--- src/rtl/video_out_lb_ctrl.sv ---
// video_out_lb_ctrl: ping-pong line-buffer capture, magnified readout and aligned output timing
module video_out_lb_ctrl #(
  parameter int   h_total        = 1368,
  parameter int   v_total        = 524,
  parameter int   wr_h_start     = 200,
  parameter int   wr_width       = 512,
  parameter int   rd_h_start     = 240,
  parameter int   rd_width       = 720,
  parameter int   mag_step       = 728,
  parameter int   hs_start       = 0,
  parameter int   hs_width       = 100,
  parameter int   vs_line        = 0,
  parameter int   vs_width       = 6,
  parameter int   v_active_start = 40,
  parameter int   v_active_lines = 480,
  parameter logic hs_positive    = 1'b0,
  parameter logic vs_positive    = 1'b0
) (
  input  logic        clk_i,
  input  logic        reset_i,
  input  logic        enable_i,
  input  logic [5:0]  vdp_r_i,
  input  logic [5:0]  vdp_g_i,
  input  logic [5:0]  vdp_b_i,
  input  logic [10:0] vdp_hcounter_i,
  input  logic [10:0] vdp_vcounter_i,
  output logic        lb_we_o,
  output logic        lb_wbank_o,
  output logic [9:0]  lb_waddr_o,
  output logic [17:0] lb_wdata_o,
  output logic        lb_re_o,
  output logic        lb_rbank_o,
  output logic [9:0]  lb_raddr_o,
  output logic        video_de_o,
  output logic        video_hs_o,
  output logic        video_vs_o
);
  localparam logic [10:0] H_LAST   = 11'(h_total - 1);
  localparam logic [10:0] WR_START = 11'(wr_h_start);
  localparam logic [10:0] WR_W     = 11'(wr_width);
  localparam logic [9:0]  WR_MAX   = 10'(wr_width - 1);
  localparam logic [10:0] RD_START = 11'(rd_h_start);
  localparam logic [10:0] RD_W     = 11'(rd_width);
  localparam logic [19:0] STEP     = 20'(mag_step);
  localparam logic [10:0] HS_A     = 11'(hs_start);
  localparam logic [10:0] HS_W     = 11'(hs_width);
  localparam logic [10:0] VS_A     = 11'(vs_line);
  localparam logic [10:0] VS_W     = 11'(vs_width);
  localparam logic [10:0] VA_A     = 11'(v_active_start);
  localparam logic [10:0] VA_N     = 11'(v_active_lines);
  localparam logic [10:0] V_TOT    = 11'(v_total);
  typedef enum logic [1:0] {W_WAIT, W_CAP, W_DONE} wstate_t;
  typedef enum logic {R_IDLE, R_ACT} rstate_t;
  wstate_t     w_state_q, w_state_d;
  rstate_t     r_state_q, r_state_d;
  logic [10:0] wcount_q, wcount_d, rcount_q, rcount_d, rcount_n, ly_q, ly_d;
  logic [19:0] acc_q, acc_d, acc_base;
  logic [17:0] wdata_q, wdata_d;
  logic [9:0]  waddr_q, waddr_d, raddr_q, raddr_d;
  logic        we_q, we_d, re_q, re_d, wbank_q, wbank_d, line_valid_q, line_valid_d;
  logic        de_q, de_d, hs_p_q, hs_p_d, hs_q, vs_p_q, vs_p_d, vs_q;
  logic        swap, cap, rd_go, rd_first, vact;
  assign swap     = vdp_hcounter_i == H_LAST;
  assign cap      = (w_state_q == W_CAP || (w_state_q == W_WAIT && vdp_hcounter_i == WR_START)) && wcount_q < WR_W;
  // unsigned subtraction turns each [start, start+width) window test into one compare
  assign vact     = line_valid_q && (ly_q - VA_A) < VA_N && ly_q < V_TOT;
  assign rd_first = r_state_q == R_IDLE;
  assign rd_go    = !rd_first || vdp_hcounter_i == RD_START;
  assign acc_base = rd_first ? '0 : acc_q;
  assign rcount_n = (rd_first ? 11'd0 : rcount_q) + 11'd1;
  always_comb begin
    w_state_d    = w_state_q;
    wcount_d     = wcount_q;
    we_d         = 1'b0;
    waddr_d      = waddr_q;
    wdata_d      = wdata_q;
    wbank_d      = swap ? ~wbank_q : wbank_q;
    ly_d         = swap ? vdp_vcounter_i : ly_q;
    line_valid_d = swap | line_valid_q;
    if (swap) begin
      w_state_d = W_WAIT;
      wcount_d  = '0;
    end else if (cap) begin
      w_state_d = W_CAP;
      if (enable_i) begin
        we_d     = 1'b1;
        waddr_d  = wcount_q[9:0];
        wdata_d  = {vdp_r_i, vdp_g_i, vdp_b_i};
        wcount_d = wcount_q + 11'd1;
      end
    end else if (w_state_q == W_CAP) begin
      w_state_d = W_DONE;
    end
  end
  always_comb begin
    re_d      = rd_go;
    raddr_d   = rd_go ? (acc_base[19:10] > WR_MAX ? WR_MAX : acc_base[19:10]) : raddr_q;
    acc_d     = rd_go ? acc_base + STEP : acc_q;
    rcount_d  = rd_go ? rcount_n : rcount_q;
    r_state_d = (rd_go && rcount_n != RD_W) ? R_ACT : R_IDLE;
    de_d      = re_q && vact;
    hs_p_d    = ((vdp_hcounter_i - HS_A) < HS_W) ? hs_positive : ~hs_positive;
    vs_p_d    = ((ly_q - VS_A) < VS_W) ? vs_positive : ~vs_positive;
  end
  always_ff @(posedge clk_i or posedge reset_i) begin
    if (reset_i) begin
      w_state_q    <= W_WAIT;
      wcount_q     <= '0;
      we_q         <= 1'b0;
      waddr_q      <= '0;
      wdata_q      <= '0;
      wbank_q      <= 1'b0;
      ly_q         <= '0;
      line_valid_q <= 1'b0;
      r_state_q    <= R_IDLE;
      rcount_q     <= '0;
      acc_q        <= '0;
      re_q         <= 1'b0;
      raddr_q      <= '0;
      de_q         <= 1'b0;
      hs_p_q       <= ~hs_positive;
      hs_q         <= ~hs_positive;
      vs_p_q       <= ~vs_positive;
      vs_q         <= ~vs_positive;
    end else begin
      w_state_q    <= w_state_d;
      wcount_q     <= wcount_d;
      we_q         <= we_d;
      waddr_q      <= waddr_d;
      wdata_q      <= wdata_d;
      wbank_q      <= wbank_d;
      ly_q         <= ly_d;
      line_valid_q <= line_valid_d;
      r_state_q    <= r_state_d;
      rcount_q     <= rcount_d;
      acc_q        <= acc_d;
      re_q         <= re_d;
      raddr_q      <= raddr_d;
      de_q         <= de_d;
      hs_p_q       <= hs_p_d;
      hs_q         <= hs_p_q;
      vs_p_q       <= vs_p_d;
      vs_q         <= vs_p_q;
    end
  end
  assign lb_we_o    = we_q;
  assign lb_wbank_o = wbank_q;
  assign lb_waddr_o = waddr_q;
  assign lb_wdata_o = wdata_q;
  assign lb_re_o    = re_q;
  assign lb_rbank_o = ~wbank_q;
  assign lb_raddr_o = raddr_q;
  assign video_de_o = de_q;
  assign video_hs_o = hs_q;
  assign video_vs_o = vs_q;
endmodule

--- config.mk ---
export PLATFORM = sky130hd
export DESIGN_NAME = video_out_lb_ctrl
export DESIGN_NICKNAME = d
export VERILOG_FILES = /design/src/rtl/video_out_lb_ctrl.sv
export SDC_FILE = /design/constraint.sdc
export NUM_CORES = 1
export LEC_CHECK = 0
export BUFFER_PORTS_ARGS = -buffer_cell sky130_fd_sc_hd__buf_4
export CAP_MARGIN = 40
export CELL_PAD_IN_SITES_DETAIL_PLACEMENT = 0
export CELL_PAD_IN_SITES_GLOBAL_PLACEMENT = 1
export CORE_UTILIZATION = 39
export DETAILED_ROUTE_END_ITERATION = 6
export HOLD_SLACK_MARGIN = 0.05
export PLACE_DENSITY_LB_ADDON = 0.1
export SYNTH_ARGS = -nofsm -noshare
export SYNTH_HDL_FRONTEND = slang
export SYNTH_SLANG_ARGS = --single-unit
export TNS_END_PERCENT = 20
--- constraint.sdc ---
create_clock -name clk_i -period 3.1 [get_ports clk_i]
set_input_delay 0.62 -clock clk_i [delete_from_list [all_inputs] [get_ports clk_i]]
set_output_delay 0.62 -clock clk_i [all_outputs]
set_load 0.02 [all_outputs]
======== Word level (Yosys, flattened, before mapping) ========
Index checks and enable logic that the tools add are counted.
W data, S select, Z words.
operators by class
  add/subtract/negate cells ............... 4
  $lt $le $gt $ge ......................... 6
  eq/ne operators ......................... 5
  mux-type cells .......................... 15
  bitwise logic cells ..................... 3
  reductions and logical operators ........ 14
operators with widths
  kind                      count
  $mux W11                  4
  $add A11 B1 Y11 const B   2
  $eq A11 B8 Y1 const B     2
  $lt A11 B10 Y1 const B    2
  $add A20 B10 Y20 const B  1
  $mux W20                  1
  $eq A11 B11 Y1 const B    1
  $lt A11 B3 Y1 const B     1
  $lt A11 B7 Y1 const B     1
  $lt A11 B9 Y1 const B     1
  $ne A11 B10 Y1 const B    1
  $sub A11 B6 Y11 const B   1
  $gt A10 B9 Y1 const B     1
  $mux W10                  1
  $logic_and A1 B1 Y1       6
  $mux W1                   6
  $mux W2                   3
  $reduce_bool A2 Y1        2
  $reduce_and A3 Y1         1
  $reduce_bool A3 Y1        1
  $eq A2 B1 Y1 const B      1
  $logic_not A2 Y1          1
  $logic_or A1 B1 Y1        2
  $not A1 Y1                2
  other kinds (2)           2
word-level totals
  register bits after elaboration ......... 103
  bits of input ports ..................... 43
  output and inout port bits .............. 45
  word-level logic and storage cells ...... 65

======== Longest topological paths before layout ========
  depth in word-level cells ............... 6
  depth in mapped cells ................... 10
  gate-level depth less buffers ........... 7

======== Worst setup path before layout ========
Ideal clock, no wire load.
  path type ............................... register -> register
  from .................................... register r_state_q
  to ...................................... register r_state_q
  library setup time ...................... 129 ps
  arrival time ............................ 2516 ps
  required time ........................... 2971 ps
  setup slack ............................. 454 ps
  cell stages (with the launch flop) ...... 11
  buffers on the path ..................... 4
  period minus slack after synthesis ...... 2646 ps
  cell sequence ........................... dfrtp_1 > buf_2 > clkbuf_1 > clkbuf_1 > and2_1 > ha_1 > clkbuf_1 > nand4_1 > or2_2 > xnor2_1 > o41a_1
on the way
  cells in the longest elaborated chain, start to end .. 5
  elaborated cells on any way between the ends .. 6
  classes of those cells .................. add/sub: 1; eq/ne: 1; mux: 2; reduce/logical: 2
ends and longest elaborated chain
  item                     line  RTL
  from (decl)              55    rstate_t r_state_q, r_state_d;
  from (signal assigned)   134   r_state_q <= r_state_d;
  $mux W11                 70    assign rcount_n = (rd_first ? 11'd0 : rcount_q) + 11'd1;
  $add A11 B1 Y11          70
  $ne A11 B10 Y1           100   r_state_d = (rd_go && rcount_n != RD_W) ? R_ACT : R_IDLE;
  $logic_and A1 B1 Y1 (*)  100
  $mux W1 (*)              100
  via r_state_d            55
The timed path passes the listed nets; every way through them passes the cells marked *.
A chain may end at the register's enable or synchronous reset.

======== Final worst setup path ========
Same ends and word-level chain as after synthesis.

==> reports/metrics.yaml <==
outcome: "finished clean"
postSynthAreaPerCell_sq_um: 10.5
whs_ns: 0.270
root_buffer: "clkbuf_16"
totalWireLength_microns: 9840
grt_pass1_vias: 3301
crit_slowest_cell: "o41a_1"
power_density_mw_per_mm2: 569
max_slew_margin: 0.500
postCtsHoldBufs: 0
clock_sinks: 99
endpoint_kind: "flip-flop"
crit_chain: "inv_1, nor2_1, ha_1, nand4_1, or2_2, xnor2_1, o41a_1"
post_cts_resized: 0
drt_iter0_drc: 194
synth_edf_count: 0
coreArea_sq_mm: 0.0114
synthCells: 433
initial_core_util: 0.400
syn_nets: 480
grt_pass1_wl_microns: 16100
ant_nets: 0
cpPeakStageDelay_ns: 0.40
vias: 3471
htreeDepth: 3
synth_top_cell_by_area: "dfrtp_1"
hold_viol_final: 0
grt-ovfl-total: 0
cap_violations: 0
die_w_microns: 110
tns_ns: 0
final_util: 0.499
syn_to_final_growth_pct: 24.8
path_max_fanout: 9
synth_warnings: 0
synth_ff_type: "dfrtp_1"
synthTopCellsByCount: "dfrtp_1 (95), nand2_1 (59), a21oi_1 (35)"
cts.reportedPaths.clkPinSlew_ns: 0.07
dp_slack_ns: 0.715
ys_seq_area_frac: 0.546
io_buffers: 86
io_pins: 88
start_kind: "flip-flop"
leakage_uw: 0.00272
die_area_sq_mm: 0.0121
met1Wirelength_microns: 4340
cp.arrival_ns: 2.56
drc: 0
finalMaxSlewViolations: 0
ir_drop_mv: 0.508
firstDrtPassIters: 4
antenna_cells: 0
ys_seq_elements: 99
reg2reg_slack_ns: 0.77
clock_latency_ns: 0.35
fin_ws_ns: 0.773
ff2ff_path_depth: 7
place_congestion: 0.771
avgRoutedWirePerCell_microns: 14.9
synth_top_cell_area_share: 0.523
grt_max_degree: 83
r2r_end: "r_state_q"
grt.total_usage: 0.175
netlist_area_sq_mm: 0.00455
yosys.cell_count.top_type: "dfrtp_1"
tightest_slew_ns: 0.748
post_cts.repair.setup_buffers: 0
met2_length_microns: 4980
tritoncts: "yes"
layout.nets: 561
finalCriticalPeriod_ns: 2.33
regToRegStartpoint: "r_state_q"
ctsLongestPathBuffers: 2
numCtsBuffers: 9
routed.top_layer: "met4"
synth.distinct_cells: 55
routed_via_density: 5.24
ys_top_cells_by_area: "dfrtp_1 (52%), nand2_1 (4.9%), mux2_2 (4.2%)"
rsz0062_at_grt: "false"
finClkSkew_ns: 0.00680
row_count: 39
fin_crit_sh: 0.751
hold_class: "input pin to async pin"
critPathRequiredTime_ns: 3.33
async_flop_share: 1.00
worst-setup-path-type: "flip-flop to flip-flop"
die_h_microns: 110
wl_met3_microns: 359
dp_hpwl_microns: 6610
maxClockFrequency_mhz: 430
drive_above_1_share: 0.268
antenna_found_initial: 0
setup-violations-final: 0
sequential cells by signal (all words and copies together), names as in the netlist, 2 cells and up:
name	count
lb_wdata_o	18
lb_raddr_o	10
wcount_q	11
rcount_q	11
lb_waddr_o	10
ly_q	10
acc_q	17
w_state_q	2
kinds of logic after synthesis:
family,share of synthesized area
DFF,0.546
adders and majority gates,0.0110
and+or+nand+nor,0.189
buffers and inverters,0.0316
muxes,0.0735
xor gates and xnor gates,0.0173
AOI/OAI and AO/OA,0.132
worst max-delay path: cells and delay by family, from the launching register on:
family / cells / cell delay [ns]
adders and majority gates: 1 / 0.39
AOI/OAI and AO/OA: 1 / 0.40
xor gates and xnor gates: 1 / 0.13
and+or+nand+nor: 3 / 0.79
DFF: 1 / 0.36
buffers and inverters: 1 / 0.15
worst max-delay path by stage:
stage	from	endpoint	slack (ns)
2_1_floorplan	r_state_q	r_state_q	0.45
3_3_place_gp	vdp_hcounter_i[10]	lb_wdata_o[12]	0.71
3_5_place_dp	vdp_hcounter_i[10]	lb_wdata_o[14]	0.71
4_1_cts	r_state_q	r_state_q	0.77
5_1_grt	r_state_q	r_state_q	0.57
6_report	r_state_q	r_state_q	0.77
power breakdown:
part	switching [uW]	leakage (uW)	internal [uW]
sequential	142	0.00125	1420
clock	492	0.000156	734
combinational	234	0.00132	209
through the flow:
stage / cells / power (uW) / instance area (sq um)
final: 662 / 3230 / 5680
after global routing: 662 / 3400 / 5680
after CTS: 662 / 3290 / 5680
after detailed placement: 646 / 2040 / 5350
after global placement: 646 / 2030 / 5350
after floorplan: 433 / 1830 / 4550
placed cells by master (no fill, tap or decap), drive strengths merged, types with 4 or more instances in the layout:
master / count
a31oi: 8
a21oi: 35
nand4: 9
dfrtp: 95
nand3: 15
clkbuf: 11
nor3: 7
mux2: 27
or3: 4
xor2: 6
ha: 4
o211ai: 6
nor2: 19
o21ai: 24
nor4b: 5
and2: 9
o31ai: 7
or4: 5
dfstp: 4
nand2b: 4
inv: 8
and3: 9
buf: 95
nand2: 59
final cells by class:
class | instances | area, sq um
timing repair buffer | 95 | 726
tap | 143 | 179
fill | 1057 | 5690
clock inverter | 5 | 85.1
clock buffer | 11 | 243
sequential | 99 | 2480
inverter | 8 | 33.8
multi-input combinational | 301 | 1930
metal layers:
metal / GRT usage / vias up
met1: 0.224 / 1680
li1: - / 1728
met4: 0.0657 / 0
met2: 0.287 / 50
met5: 0 / -
met3: 0.0447 / 13
(Power assumes the default switching activity.)
